[src/rtl/pwm_pulse_capture_if.sv]
// Signal bundle between the PWM capture front end and its host/consumer.
// The master side drives enable and the raw pin; the slave (capture block) returns measurements.
interface pwm_pulse_capture_if #(
  parameter int CW = 15
);
  logic          en;
  logic          pwm_in;
  logic [CW-1:0] width_o;
  logic          width_vld_o;
  logic [1:0]    level_o;
  logic          ovf_o;
  logic          timeout_o;

  modport master (
    output en, pwm_in,
    input  width_o, width_vld_o, level_o, ovf_o, timeout_o
  );

  modport slave (
    input  en, pwm_in,
    output width_o, width_vld_o, level_o, ovf_o, timeout_o
  );
endinterface

[src/rtl/pwm_pulse_capture.sv]
// PWM front end: synchronise and glitch-filter the pin, measure high pulses in ticks,
// classify LOW/MID/HIGH and flag loss of signal.
//
// state | meaning
// IDLE  | disabled, or waiting for a settled low level before arming
// ARMED | waiting for a filtered rising edge
// MEAS  | counting the high time of the current pulse
module pwm_pulse_capture #(
  parameter int MAX_COUNTER_VALUE  = 2000,
  parameter int HIGH_COUNTER_VALUE = 1900,
  parameter int LOW_COUNTER_VALUE  = 1100,
  parameter int FILTER_LEN         = 3,
  parameter int TIMEOUT_VALUE      = 25000,
  parameter int CW                 = 15
) (
  input  logic                 clk,
  input  logic                 rst,
  pwm_pulse_capture_if.slave   bus
);

  localparam int FW = $clog2(FILTER_LEN + 1);

  localparam logic [1:0]    LVL_LOW  = 2'b00;
  localparam logic [1:0]    LVL_MID  = 2'b01;
  localparam logic [1:0]    LVL_HIGH = 2'b10;
  localparam logic [CW-1:0] CNT_MAX  = CW'(MAX_COUNTER_VALUE);
  localparam logic [CW-1:0] CNT_HIGH = CW'(HIGH_COUNTER_VALUE);
  localparam logic [CW-1:0] CNT_LOW  = CW'(LOW_COUNTER_VALUE);
  localparam logic [CW-1:0] TO_MAX   = CW'(TIMEOUT_VALUE);
  localparam logic [CW-1:0] TO_LAST  = CW'(TIMEOUT_VALUE - 1);
  localparam logic [FW-1:0] FLT_LAST = FW'(FILTER_LEN - 1);

  typedef enum logic [1:0] {
    S_IDLE  = 2'd0,
    S_ARMED = 2'd1,
    S_MEAS  = 2'd2
  } state_t;

  state_t        r_state;
  state_t        w_state_nxt;

  logic          r_sync1;
  logic          r_sync2;
  logic          r_f;
  logic [FW-1:0] r_fcnt;
  logic          r_settled;
  logic [CW-1:0] r_cnt;
  logic [CW-1:0] r_tcnt;
  logic [CW-1:0] r_width;
  logic          r_vld;
  logic [1:0]    r_level;
  logic          r_ovf;
  logic          r_timeout;

  logic          w_f_nxt;
  logic [FW-1:0] w_fcnt_nxt;
  logic          w_rise;
  logic          w_fall;
  logic          w_strobe;
  logic          w_to_set;
  logic [CW-1:0] w_cnt_nxt;
  logic [CW-1:0] w_tcnt_nxt;
  logic [CW-1:0] w_tcnt_inc;
  logic [1:0]    w_level;
  logic          w_arm_ok;

  // Filter toggles after FILTER_LEN consecutive differing samples; the FSM acts on
  // the toggle itself so both edges see the same pin-to-decision latency.
  always_comb begin
    w_f_nxt    = r_f;
    w_fcnt_nxt = '0;
    if (r_sync2 != r_f) begin
      if (r_fcnt == FLT_LAST) begin
        w_f_nxt = ~r_f;
      end else begin
        w_fcnt_nxt = r_fcnt + 1'b1;
      end
    end
  end

  assign w_rise     = ~r_f & w_f_nxt;
  assign w_fall     = r_f & ~w_f_nxt;
  assign w_tcnt_inc = (r_tcnt == TO_MAX) ? r_tcnt : r_tcnt + 1'b1;
  // Arm only once the whole input path is quiet low, so a pulse in flight at
  // enable or reset release is never measured.
  assign w_arm_ok   = r_settled & ~r_sync1 & ~r_sync2 & ~r_f & (r_fcnt == '0);

  always_comb begin
    w_state_nxt = r_state;
    w_strobe    = 1'b0;
    w_to_set    = 1'b0;
    w_cnt_nxt   = r_cnt;
    w_tcnt_nxt  = r_tcnt;
    if (!bus.en) begin
      w_state_nxt = S_IDLE;
      w_cnt_nxt   = '0;
      w_tcnt_nxt  = '0;
    end else begin
      case (r_state)
        S_IDLE: begin
          w_cnt_nxt  = '0;
          w_tcnt_nxt = '0;
          if (w_arm_ok) begin
            w_state_nxt = S_ARMED;
          end
        end
        S_ARMED: begin
          if (w_rise) begin
            w_state_nxt = S_MEAS;
            w_cnt_nxt   = CW'(1);
            w_tcnt_nxt  = '0;
          end else begin
            w_tcnt_nxt = w_tcnt_inc;
            w_to_set   = (r_tcnt == TO_LAST);
          end
        end
        S_MEAS: begin
          w_tcnt_nxt = w_tcnt_inc;
          w_to_set   = (r_tcnt == TO_LAST);
          if (w_fall) begin
            w_state_nxt = S_ARMED;
            w_strobe    = 1'b1;
          end else if (r_cnt != CNT_MAX) begin
            w_cnt_nxt = r_cnt + 1'b1;
          end
        end
        default: begin
          w_state_nxt = S_IDLE;
          w_cnt_nxt   = '0;
          w_tcnt_nxt  = '0;
        end
      endcase
    end
  end

  always_comb begin
    w_level = LVL_MID;
    if (r_cnt > CNT_HIGH) begin
      w_level = LVL_HIGH;
    end else if (r_cnt < CNT_LOW) begin
      w_level = LVL_LOW;
    end
  end

  always_ff @(posedge clk) begin
    if (rst) begin
      r_state   <= S_IDLE;
      r_sync1   <= 1'b0;
      r_sync2   <= 1'b0;
      r_f       <= 1'b0;
      r_fcnt    <= '0;
      r_settled <= 1'b0;
      r_cnt     <= '0;
      r_tcnt    <= '0;
      r_width   <= '0;
      r_vld     <= 1'b0;
      r_level   <= LVL_LOW;
      r_ovf     <= 1'b0;
      r_timeout <= 1'b0;
    end else begin
      r_state   <= w_state_nxt;
      r_sync1   <= bus.pwm_in;
      r_sync2   <= r_sync1;
      r_f       <= w_f_nxt;
      r_fcnt    <= w_fcnt_nxt;
      r_settled <= 1'b1;
      r_cnt     <= w_cnt_nxt;
      r_tcnt    <= w_tcnt_nxt;
      r_vld     <= w_strobe;
      if (w_strobe) begin
        r_width <= r_cnt;
        r_level <= w_level;
        r_ovf   <= (r_cnt == CNT_MAX);
      end
      // A measurement completing in the timeout cycle takes precedence.
      if (!bus.en || w_strobe) begin
        r_timeout <= 1'b0;
      end else if (w_to_set) begin
        r_timeout <= 1'b1;
      end
    end
  end

  assign bus.width_o     = r_width;
  assign bus.width_vld_o = r_vld;
  assign bus.level_o     = r_level;
  assign bus.ovf_o       = r_ovf;
  assign bus.timeout_o   = r_timeout;

endmodule

[src/flat_wrapper.sv]
// flat-port wrapper written by rule: the top's interface ports become plain ports
module pwm_pulse_capture_flat 
#(
  parameter int MAX_COUNTER_VALUE  = 2000,
  parameter int HIGH_COUNTER_VALUE = 1900,
  parameter int LOW_COUNTER_VALUE  = 1100,
  parameter int FILTER_LEN         = 3,
  parameter int TIMEOUT_VALUE      = 25000,
  parameter int CW                 = 15
)
  (clk, rst, bus_en, bus_pwm_in, bus_width_o, bus_width_vld_o, bus_level_o, bus_ovf_o, bus_timeout_o);
  pwm_pulse_capture_if #(.CW(CW)) bus_i ();
  input  logic clk;
  input  logic rst;
  input wire logic [$bits(bus_i.en)-1:0] bus_en;
  input wire logic [$bits(bus_i.pwm_in)-1:0] bus_pwm_in;
  output wire logic [$bits(bus_i.width_o)-1:0] bus_width_o;
  output wire logic [$bits(bus_i.width_vld_o)-1:0] bus_width_vld_o;
  output wire logic [$bits(bus_i.level_o)-1:0] bus_level_o;
  output wire logic [$bits(bus_i.ovf_o)-1:0] bus_ovf_o;
  output wire logic [$bits(bus_i.timeout_o)-1:0] bus_timeout_o;
  assign bus_i.en = bus_en;
  assign bus_i.pwm_in = bus_pwm_in;
  assign bus_width_o = bus_i.width_o;
  assign bus_width_vld_o = bus_i.width_vld_o;
  assign bus_level_o = bus_i.level_o;
  assign bus_ovf_o = bus_i.ovf_o;
  assign bus_timeout_o = bus_i.timeout_o;
  pwm_pulse_capture #(.MAX_COUNTER_VALUE(MAX_COUNTER_VALUE), .HIGH_COUNTER_VALUE(HIGH_COUNTER_VALUE), .LOW_COUNTER_VALUE(LOW_COUNTER_VALUE), .FILTER_LEN(FILTER_LEN), .TIMEOUT_VALUE(TIMEOUT_VALUE), .CW(CW)) u_core (.clk(clk), .rst(rst), .bus(bus_i));
endmodule
[config.mk]
export PLATFORM = sky130hd
export DESIGN_NAME = pwm_pulse_capture_flat
export DESIGN_NICKNAME = d
export VERILOG_FILES = /design/src/rtl/pwm_pulse_capture_if.sv /design/src/rtl/pwm_pulse_capture.sv /design/src/flat_wrapper.sv
export SDC_FILE = /design/constraint.sdc
export NUM_CORES = 1
export LEC_CHECK = 0
export CAP_MARGIN = 20
export CORE_MARGIN = 2
export CORE_UTILIZATION = 55
export CTS_CLUSTER_SIZE = 20
export DETAILED_ROUTE_END_ITERATION = 6
export PLACE_DENSITY = 0.8
export SLEW_MARGIN = 20
export SYNTH_ARGS = -nofsm -noshare
export SYNTH_HDL_FRONTEND = slang
export SYNTH_SLANG_ARGS = --single-unit
export TNS_END_PERCENT = 20
[constraint.sdc]
create_clock -name clk -period 5.7 [get_ports clk]
set_input_delay 1.14 -clock clk [delete_from_list [all_inputs] [get_ports clk]]
set_output_delay 1.14 -clock clk [all_outputs]
set_load 0.02 [all_outputs]
==> flow_summary.toml, run 1 <==
[status]
status = "finished clean"

[sta]
slew_violations = 0
worst_hold_slack_ps = 417.3
finClkSkew_ps = 6.346
period_needed_ps = 2758
hold_viol = 0
timing.final.crit_share_pct = 48.38
rsz0062_at_grt = "false"
final-setup-viol-count = 0
fin_tns_setup_ps = 0
max_slew.worst_pin.slew_ps = 872.3
clock.fmax_ghz = 0.3626
max_slew_margin_pct = 41.67

[floorplanning]
area_enclosed_by_the_die_boundary_um2 = 5603
start_util_pct = 57.70
die_h_um = 74.86
io_pins = 24
placement_rows = 25
area_inside_the_core_boundary_um2 = 4786
chipWidth_um = 74.86

[global_route]
grt_usage_pct = 21.74
grt_remaining_overflow = 0
grt_antenna_before_repair = 0
grt_max_degree = 25
grt_pass1_vias = 1975
first_pass_grt_wire_length_um = 9156

[setup_path]
arrival_ps = 3020
worst-r2r-cell-count = 7
cp-start-kind = "register"
worst-endpoint-required_ps = 5970
timing.setup.critical_path_class = "reg2reg"
critical_register_to_register_path_endpoint = "u_core.r_cnt[0]$_SDFFE_PP0P_"
crit_path_max_fanout = 19
reg2reg_setup_slack_ps = 2940
worst_r2r_startpoint = "u_core.r_state[0]$_SDFFE_PP0P_"
endpoint_kind = "register"

[clock_network]
number_of_clock_buffers_inserted_by_tritoncts = 9
cts.hold.buffers_added = 0
clock_tree.buffer_depth = 2
clock_tree.root_cell = "sky130_fd_sc_hd__clkbuf_8"
cts_post_setup_buffers_inserted = 0
tritoncts_clock_tree = "yes"
resize_count_post_cts = 0
clk_latency_ps = 330
cts_sinks = 58
cts.reportedPaths.clkPinSlew_ps = 60
h_tree_lvls = 3

[synthesis]
yosys_warnings = 0
synth_sequential_area_ratio_pct = 42.05
fraction_of_synthesis_flops_using_an_asynchronous_set_or_reset_pin_pct = 0
synth_simple_gate_area_share_pct = 26.01
post_synth_edffs = 0
syn-num-nets = 333
synthAdderAreaFrac_pct = 4.984
postSynthCellCount = 318
yosysUniqueCellTypes = 44
dominant_register_cell_in_the_synthesized_netlist = "sky130_fd_sc_hd__dfxtp_1"
synth_top_family_by_area = "simple AND/OR/NAND/NOR gates"
synth_xor_area_share_pct = 7.929
synth-seq-cells = 58
syn_area_per_cell_um2 = 8.684
synth_compound_area_share_pct = 13.55
synth_area_um2 = 2761
synth_mux_area_share_pct = 1.133

[finish]
drive_gt1_share_pct = 7.289
final.fill_count = 389
syn_to_final_growth_pct = 16.31
num-nets-final = 354
area_of_the_multi_input_gates_um2 = 1480
number_of_standard_cells_in_the_layout_taps_in_and_fillers_out = 410
finalCoreUtilization_pct = 67.11
num_antenna_cells = 0
layout.area.seq_um2 = 1161

[power]
powerDensity_nw_per_um2 = 255.1
report.power.total_uw = 819.2
vdd_drop_max_mv = 0.1719
leakage_uw = 0.001066

[detailed_routing]
detail_routed_net_length_per_standard_cell_um = 13.21
routed_via_density = 5.373
first_pass_iters = 4
drt_drc_violations_left = 0
routed_wirelength_um = 5418
initialDrtViolationCount = 151
dr_total_vias = 2203
postRouteAntennaNets = 0

[min_path]
worstHoldStart = "u_core.r_fcnt[0]$_SDFF_PP0_"
hold-path-endpoint = "u_core.r_fcnt[0]$_SDFF_PP0_"
timing.hold.worst.class = "reg2reg"
worstHoldPathCells = 1

[place]
dp.final_hpwl_um = 3693
post-place-cells = 395
gp_congestion = 0.8671
port-buffer-count = 23

[run]
max_cap_viol_count = 0
cells by family (layout without fill, tap and decap cells):
family | Yosys count | in the layout
compound gates | 51 | 51
simple gates | 144 | 144
fa+ha+maj | 11 | 11
buf+inv | 26 | 51
mux | 3 | 3
flops | 58 | 58
xor+xnor | 25 | 25
cell type report:
class	instances	area share, %
clock buffers	13	5.259
clock inverters	2	1.091
inverters	12	1.402
multi-input cells	234	46.08
flip-flops and latches	58	36.15
well taps	67	2.610
repair buffers	24	7.402
synth_stat cells, types with 2 or more instances:
master / number / area share (%)
sky130_fd_sc_hd__nand2b_1: 4 / 0.91
sky130_fd_sc_hd__and4b_1: 2 / 0.72
sky130_fd_sc_hd__o21ai_0: 6 / 1.1
sky130_fd_sc_hd__and2_1: 3 / 0.68
sky130_fd_sc_hd__buf_1: 2 / 0.27
sky130_fd_sc_hd__nor4bb_1: 2 / 0.72
sky130_fd_sc_hd__dfxtp_1: 58 / 42
sky130_fd_sc_hd__nand2_1: 50 / 6.8
sky130_fd_sc_hd__a211oi_1: 4 / 1.1
sky130_fd_sc_hd__nand3_1: 8 / 1.4
sky130_fd_sc_hd__xnor2_1: 15 / 4.8
sky130_fd_sc_hd__a31oi_1: 3 / 0.68
sky130_fd_sc_hd__a21oi_1: 25 / 4.5
sky130_fd_sc_hd__mux2i_1: 2 / 0.72
sky130_fd_sc_hd__and4_1: 2 / 0.63
sky130_fd_sc_hd__nand4_1: 9 / 2.0
sky130_fd_sc_hd__inv_1: 12 / 1.6
sky130_fd_sc_hd__nor3_1: 4 / 0.72
sky130_fd_sc_hd__and3_1: 7 / 1.6
sky130_fd_sc_hd__nand4b_1: 2 / 0.63
sky130_fd_sc_hd__nand3b_1: 4 / 1.1
sky130_fd_sc_hd__buf_6: 2 / 0.82
sky130_fd_sc_hd__buf_2: 3 / 0.54
sky130_fd_sc_hd__or3_1: 2 / 0.45
sky130_fd_sc_hd__a2111oi_4: 2 / 2.0
sky130_fd_sc_hd__a2111oi_2: 3 / 1.6
sky130_fd_sc_hd__o21a_1: 2 / 0.54
sky130_fd_sc_hd__clkbuf_1: 6 / 0.82
sky130_fd_sc_hd__xor2_1: 10 / 3.2
sky130_fd_sc_hd__ha_1: 11 / 5.0
sky130_fd_sc_hd__nor2b_1: 5 / 1.1
sky130_fd_sc_hd__nor2_1: 36 / 4.9
per-layer routing:
layer	vias to the layer above	routed length, µm	part of all wire (%)	track usage (%)
li1	1130	-	-	-
met1	1012	2663	49	28.67
met2	55	2453	45	33.24
met3	6	221	4.1	6.024
met4	0	80	1.5	9.921
met5	-	0	0	0
how the worst max path moves through the flow:
stage,from,to,cells past startpoint
6_report,u_core.r_state[0]$_SDFFE_PP0P_,u_core.r_cnt[0]$_SDFFE_PP0P_,7
5_1_grt,u_core.r_state[0]$_SDFFE_PP0P_,u_core.r_cnt[0]$_SDFFE_PP0P_,7
4_1_cts,u_core.r_state[0]$_SDFFE_PP0P_,u_core.r_cnt[0]$_SDFFE_PP0P_,7
3_5_place_dp,rst,u_core.r_tcnt[0]$_SDFF_PP0_,4
3_3_place_gp,rst,u_core.r_tcnt[11]$_SDFF_PP0_,4
2_1_floorplan,u_core.r_state[0]$_SDFFE_PP0P_,u_core.r_cnt[11]$_SDFFE_PP0P_,9
state kept, by name, summed over array words and instances (netlist names):
name,cells
u_core.bus.level_o,2
u_core.r_state,2
u_core.r_sync1,1
u_core.r_f,1
u_core.bus.width_vld_o,1
u_core.bus.width_o,15
u_core.r_tcnt,15
u_core.r_fcnt,2
u_core.bus.timeout_o,1
u_core.r_cnt,15
u_core.bus.ovf_o,1
u_core.r_settled,1
u_core.r_sync2,1
worst max-delay path, stage by stage (launching register included):
cell,delay [ps]
sky130_fd_sc_hd__dfxtp_1,330
sky130_fd_sc_hd__inv_1,90
sky130_fd_sc_hd__ha_1,730
sky130_fd_sc_hd__and4b_4,400
sky130_fd_sc_hd__a21o_1,460
sky130_fd_sc_hd__a21oi_1,250
sky130_fd_sc_hd__mux2_2,360
sky130_fd_sc_hd__nor2_1,80
where the power goes:
part,total (µW),leakage (µW),switching [µW],internal (µW)
sequential,408,0.000468,1.43,407
clock,392,0.000106,157,235
combinational,19.2,0.000492,12.0,7.28
total,819,0.00107,170,649
placed cells by master (no fill, tap or decap), types with 4 or more instances in the layout:
cell type                         count
sky130_fd_sc_hd__a211oi_1             4
sky130_fd_sc_hd__a21oi_1             25
sky130_fd_sc_hd__and3_1               7
sky130_fd_sc_hd__clkbuf_8            12
sky130_fd_sc_hd__clkdlybuf4s50_1     23
sky130_fd_sc_hd__dfxtp_1             58
sky130_fd_sc_hd__ha_1                11
sky130_fd_sc_hd__inv_1               12
sky130_fd_sc_hd__nand2_1             50
sky130_fd_sc_hd__nand2b_1             4
sky130_fd_sc_hd__nand3_1              8
sky130_fd_sc_hd__nand3b_1             4
sky130_fd_sc_hd__nand4_1              9
sky130_fd_sc_hd__nor2_1              36
sky130_fd_sc_hd__nor2b_1              5
sky130_fd_sc_hd__nor3_1               4
sky130_fd_sc_hd__o21ai_0              6
sky130_fd_sc_hd__xnor2_1             15
sky130_fd_sc_hd__xor2_1              10
through the flow:
step,area [µm²],worst slack (ps)
after floorplan,2761,3749
after global placement,3008,2777
after detailed placement,3008,2711
after CTS,3212,2971
after global routing,3212,2839
final,3212,2942
Power figures use the tool's default switching activity.
==> run 2: changes to the inputs <==
==> constraint.sdc (replaced) <==
create_clock -name clk -period 2.6 [get_ports clk]
set_input_delay 0.52 -clock clk [delete_from_list [all_inputs] [get_ports clk]]
set_output_delay 0.52 -clock clk [all_outputs]
set_load 0.02 [all_outputs]
==> run 2 against run 1 <==
  * Clock power is 82% higher
  * Sequential share of layout area is 0.21 points higher
  * Critical path depth is the same
  * Count of clock-buffer cells in the layout is 1 lower
  * Register-to-register slack worse by 2600 ps
  * Global-route usage up 0.59 points
  * Combinational power is 130% higher
  * Highest routed layer unchanged
  * Utilization is 0.39 points lower
  * First-iteration DRC count fell by 13%
  * Final area is 0.58% lower
==> flow_summary.toml, run 2 (synthesized netlist as in run 1, its figures left out) <==
[sta]
clock.fmax_ghz = 0.4488
timing.final.crit_share_pct = 85.71
finClkSkew_ps = 6.473
postLayoutSetupSlackWorst_ps = 371.6
final-setup-viol-count = 0
fin_tns_setup_ps = 0
period_needed_ps = 2228
worst_hold_slack_ps = 418.0
max_slew_margin_pct = 56.35
max_slew.worst_pin.slew_ps = 654.7
hold_viol = 0
rsz0062_at_grt = "false"
slew_violations = 0

[clock_network]
h_tree_lvls = 3
resize_count_post_cts = 0
cts.hold.buffers_added = 0
tritoncts_clock_tree = "yes"
cts_sinks = 58
clk_latency_ps = 330
clock_tree.root_cell = "sky130_fd_sc_hd__clkbuf_8"
cts.reportedPaths.clkPinSlew_ps = 60
number_of_clock_buffers_inserted_by_tritoncts = 9
clock_tree.buffer_depth = 2
cts_post_setup_buffers_inserted = 0

[setup_path]
worst_r2r_startpoint = "u_core.r_state[0]$_SDFFE_PP0P_"
critical_register_to_register_path_endpoint = "u_core.r_cnt[0]$_SDFFE_PP0P_"
critical-path-slowest-cell = "sky130_fd_sc_hd__a21oi_1"
timing.critical_path.cells = "inv_1 > ha_1 > and4b_4 > a21o_1 > a21oi_1 > mux2_2 > nor2_1"
crit_path_max_fanout = 12
worst-endpoint-required_ps = 2870
cp-start-kind = "register"
cpPeakStageDelay_ps = 430
endpoint_kind = "register"
worst-r2r-cell-count = 7
arrival_ps = 2490
timing.setup.critical_path_class = "reg2reg"
reg2reg_setup_slack_ps = 370
critical_path.n_buffers_inverters = 1
critPathTopFamily = "compound AO/OA/AOI/OAI gates"

[place]
gp_congestion = 0.8559
dp.final_hpwl_um = 3783
dpl_worst_slack_ps = 449.9
port-buffer-count = 23

[power]
powerDensity_nw_per_um2 = 517.5
share_of_power_burned_in_registers_pct = 54.2
clock_power_share_pct = 43.1
combinationalPowerShare_pct = 2.7
internal_power_summed_over_all_cells_uw = 1297
switching_share_pct = 21.52
power.switching_uw = 355.6
vdd_drop_max_mv = 0.3818
leakage_uw = 0.001062

[detailed_routing]
postRouteAntennaNets = 0
drt_drc_violations_left = 0
initialDrtViolationCount = 131
routed_wirelength_um = 5577
dr_total_vias = 2228
routed_via_density = 5.408
detail_routed_net_length_per_standard_cell_um = 13.54
first_pass_iters = 4

[floorplanning]
chipWidth_um = 74.86
area_inside_the_core_boundary_um2 = 4786
start_util_pct = 57.70
io_pins = 24
placement_rows = 25
die_h_um = 74.86
area_enclosed_by_the_die_boundary_um2 = 5603

[min_path]
worstHoldPathCells = 1
hold-path-endpoint = "u_core.r_fcnt[0]$_SDFF_PP0_"
worstHoldStart = "u_core.r_fcnt[0]$_SDFF_PP0_"
timing.hold.worst.class = "reg2reg"

[status]
status = "finished clean"

[global_route]
grt_max_degree = 23
grt_remaining_overflow = 0
grt_antenna_before_repair = 0
grt_pass1_vias = 2070
first_pass_grt_wire_length_um = 9515
grt_usage_pct = 22.34

[finish]
mostFrequentLayoutCells = "sky130_fd_sc_hd__dfxtp_1 (58), sky130_fd_sc_hd__nand2_1 (50), sky130_fd_sc_hd__nor2_1 (36), sky130_fd_sc_hd__a21oi_1 (25), sky130_fd_sc_hd__clkdlybuf4s50_1 (23)"
drive_gt1_share_pct = 7.826
num_antenna_cells = 0
num-nets-final = 356
leading_cell_type_in_the_layout_fill_and_taps_excluded = "sky130_fd_sc_hd__dfxtp_1"
syn_to_final_growth_pct = 15.63

[run]
max_cap_viol_count = 0
## run 2: cell count changes in the layout (fill, tap and decap cells not counted), sizes merged
cell and delta:
buf +2, clkinv +2, bufinv -1, clkbuf -1
## run 2: power by group through the flow
stage / registers [µW] / clock network, µW / logic, µW
after detailed placement: 915 / 0 / 43.6
final: 896 / 712 / 44.3
after CTS: 896 / 732 / 44.2
after floorplan: 914 / 0 / 31.3
after global placement: 915 / 0 / 43.0
after global routing: 896 / 765 / 49.4
## run 2: through the flow
step | util, % | instance area, µm² | power [µW] | std cells
after floorplan | - | 2761 | 945.6 | 318
after global placement | 63.16 | 3023 | 958.0 | 397
after detailed placement | 63.16 | 3023 | 958.7 | 397
after CTS | 66.72 | 3193 | 1671 | 412
after global routing | 66.72 | 3193 | 1710 | 412
final | 66.72 | 3193 | 1652 | 412
## run 2: layout make-up
| type | instances | area (µm²) |
|---|---|---|
| fill | 414 | 1593 |
| multi-input combinational | 234 | 1480 |
| sequential | 58 | 1161 |
| timing repair buffer | 26 | 252.7 |
| clock buffer | 12 | 155.1 |
| tap | 67 | 83.83 |
| inverter | 12 | 45.04 |
| clock inverter | 3 | 15.01 |
## run 2: worst max-delay path by stage
stage,from,end,cells past startpoint
after global placement,u_core.r_state[0]$_SDFFE_PP0P_,u_core.r_cnt[0]$_SDFFE_PP0P_,7
after detailed placement,u_core.r_state[0]$_SDFFE_PP0P_,u_core.r_cnt[0]$_SDFFE_PP0P_,7
after floorplan,u_core.r_state[0]$_SDFFE_PP0P_,u_core.r_cnt[13]$_SDFFE_PP0P_,9
after CTS,u_core.r_state[0]$_SDFFE_PP0P_,u_core.r_cnt[0]$_SDFFE_PP0P_,7
after global routing,u_core.r_state[0]$_SDFFE_PP0P_,u_core.r_cnt[0]$_SDFFE_PP0P_,7
final,u_core.r_state[0]$_SDFFE_PP0P_,u_core.r_cnt[0]$_SDFFE_PP0P_,7
## run 2: routing by layer
metal / share of wire (%) / global-route usage, %
met4: 1.7 / 9.722
met3: 4.8 / 5.489
met1: 47 / 29.78
met2: 47 / 34.50
met5: 0 / 0
## run 2: worst register-to-register path, stage by stage, from the launching register on
cell and delay, ps:
sky130_fd_sc_hd__dfxtp_1 390, sky130_fd_sc_hd__inv_1 90, sky130_fd_sc_hd__ha_1 220, sky130_fd_sc_hd__and4b_4 210
sky130_fd_sc_hd__a21o_1 350, sky130_fd_sc_hd__a21oi_1 430, sky130_fd_sc_hd__mux2_2 380, sky130_fd_sc_hd__nor2_1 90
==> run 3: changes to the inputs <==
--- a/config.mk
+++ b/config.mk
@@ -8,9 +8,11 @@
 export CAP_MARGIN = 20
 export CORE_MARGIN = 2
 export CORE_UTILIZATION = 55
+export CTS_BUF_LIST = sky130_fd_sc_hd__clkbuf_4
 export CTS_CLUSTER_SIZE = 20
 export DETAILED_ROUTE_END_ITERATION = 6
 export PLACE_DENSITY = 0.8
+export SETUP_SLACK_MARGIN = 0.3
 export SLEW_MARGIN = 20
 export SYNTH_ARGS = -nofsm -noshare
 export SYNTH_HDL_FRONTEND = slang
==> run 3 against run 2 <==
  * Cell count stayed put
  * Routed wire length shrank 2.5%
  * Worst hold slack improved by 4.3 ps
  * Final area decreased by 2.2%
  * Clock skew increased by 3.8 ps
  * Non-clock buffer count did not move
  * Sequential cell count is the same
  * Critical endpoint unchanged
  * Utilization down 1.4 points
  * Global-route usage fell by 0.22 points
  * Sequential power is essentially flat
  * Via count about the same
==> flow_summary.toml, run 3 (synthesized netlist as in run 1, its figures left out) <==
[status]
status = "finished clean"

[power]
switching_share_pct = 23.57
vdd_drop_max_mv = 0.3157
powerDensity_nw_per_um2 = 460.4
internal_power_summed_over_all_cells_uw = 1099
combinationalPowerShare_pct = 3.1
power.switching_uw = 339.1
clock_power_share_pct = 34.7
leakage_uw = 0.001032
share_of_power_burned_in_registers_pct = 62.2

[setup_path]
timing.critical_path.cells = "inv_1 > ha_1 > and4b_4 > a21o_1 > a21oi_2 > mux2_2 > nor2_1"
worst-endpoint-required_ps = 2940
crit_path_max_fanout = 12
endpoint_kind = "register"
critical-path-slowest-cell = "sky130_fd_sc_hd__dfxtp_1"
cp-start-kind = "register"
timing.setup.critical_path_class = "reg2reg"
cpPeakStageDelay_ps = 390
arrival_ps = 2390

[clock_network]
tritoncts_clock_tree = "yes"
cts.reportedPaths.clkPinSlew_ps = 90
clock_tree.root_cell = "sky130_fd_sc_hd__clkbuf_4"
cts_post_setup_buffers_inserted = 0
h_tree_lvls = 3
clk_latency_ps = 400
cts.hold.buffers_added = 0
number_of_clock_buffers_inserted_by_tritoncts = 9
clock_tree.buffer_depth = 2
cts_sinks = 58

[floorplanning]
area_inside_the_core_boundary_um2 = 4786
io_pins = 24
area_enclosed_by_the_die_boundary_um2 = 5603
start_util_pct = 57.70
die_h_um = 74.86
chipWidth_um = 74.86
placement_rows = 25

[place]
dp.final_hpwl_um = 3783
port-buffer-count = 23
gp_congestion = 0.8559

[global_route]
grt_antenna_before_repair = 0
grt_remaining_overflow = 0
grt_max_degree = 23
grt_usage_pct = 22.11
first_pass_grt_wire_length_um = 9356
grt_pass1_vias = 2024

[sta]
clock.fmax_ghz = 0.4866
fin_tns_setup_ps = 0
period_needed_ps = 2055
hold_viol = 0
max_slew_margin_pct = 56.69
rsz0062_at_grt = "false"
finClkSkew_ps = 10.25
timing.final.crit_share_pct = 79.03
slew_violations = 0
max_slew.worst_pin.slew_ps = 649.6
worst_hold_slack_ps = 422.2
final-setup-viol-count = 0

[finish]
layout.area.seq_um2 = 1161
drive_gt1_share_pct = 7.826
area_of_the_multi_input_gates_um2 = 1484
num-nets-final = 356
num_antenna_cells = 0
leading_cell_type_in_the_layout_fill_and_taps_excluded = "sky130_fd_sc_hd__dfxtp_1"
final.fill_count = 419
mostFrequentLayoutCells = "sky130_fd_sc_hd__dfxtp_1 (58), sky130_fd_sc_hd__nand2_1 (50), sky130_fd_sc_hd__nor2_1 (36), sky130_fd_sc_hd__a21oi_1 (24), sky130_fd_sc_hd__clkdlybuf4s50_1 (23)"
syn_to_final_growth_pct = 13.14

[run]
max_cap_viol_count = 0

[detailed_routing]
routed_via_density = 5.405
drt_drc_violations_left = 0
routed_wirelength_um = 5438
initialDrtViolationCount = 110
dr_total_vias = 2227
first_pass_iters = 4
detail_routed_net_length_per_standard_cell_um = 13.20
postRouteAntennaNets = 0

[min_path]
timing.hold.worst.class = "reg2reg"
run 3: per-layer routing:
layer,wire (µm),part of all wire (%),global-route usage [%],vias to the layer above
met3,163,3.0,5.489,13
li1,-,-,-,1136
met5,0,0,0,-
met4,130,2.4,12.10,0
met2,2442,45,32.26,46
met1,2701,50,30.03,1032
run 3: power groups by stage:
stage / logic, µW / clock network, µW / registers [µW]
global placement: 43.0 / 0 / 915
floorplan: 31.3 / 0 / 914
CTS: 44.4 / 517 / 894
global route: 49.8 / 558 / 895
finish: 44.5 / 499 / 894
detailed placement: 43.6 / 0 / 915
run 3: final cells by class:
class,instances,share of cell area (%)
flip-flops and latches,58,37.16
clock buffers,10,2.403
multi-input cells,234,47.50
clock inverters,5,0.7209
inverters,12,1.442
repair buffers,26,8.090
well taps,67,2.683
run 3: path summary, 6_finish.rpt:
kind	startpoint	to	slack [ps]	depth (start not counted)
setup reg to reg	u_core.r_state[0]$_SDFFE_PP0P_	u_core.r_cnt[0]$_SDFFE_PP0P_	550	7
setup / recovery	u_core.r_state[0]$_SDFFE_PP0P_	u_core.r_cnt[0]$_SDFFE_PP0P_	550	7
hold reg to reg	u_core.r_fcnt[0]$_SDFF_PP0_	u_core.r_fcnt[0]$_SDFF_PP0_	420	1
hold / removal	u_core.r_fcnt[0]$_SDFF_PP0_	u_core.r_fcnt[0]$_SDFF_PP0_	420	1
run 3: critical path, delay by kind of cell, from the launching register on:
family	cells	cell delay, ps
AO/OA/AOI/OAI	2	650
adder cells (fa/ha/maj)	1	220
buffers and inverters	1	80
flip-flops	1	390
multiplexers	1	360
AND/OR/NAND/NOR	2	280
run 3: repair_timing:
action,CTS,global route
hold endpoints to repair,0,0
endpoints found under the setup margin,0,1
gates resized for setup,0,1
run 3: stage by stage:
| step | cells | utilization [%] | cell area (µm²) | total power (µW) | setup slack [ps] |
|---|---|---|---|---|---|
| 2_1_floorplan | 318 | - | 2761 | 945.6 | 648.8 |
| 3_3_place_gp | 397 | 63.16 | 3023 | 958.0 | 523.8 |
| 3_5_place_dp | 397 | 63.16 | 3023 | 958.7 | 449.9 |
| 4_1_cts | 412 | 65.20 | 3120 | 1455 | 420.1 |
| 5_1_grt | 412 | 65.28 | 3124 | 1503 | 340.7 |
| 6_report | 412 | 65.28 | 3124 | 1438 | 545.1 |
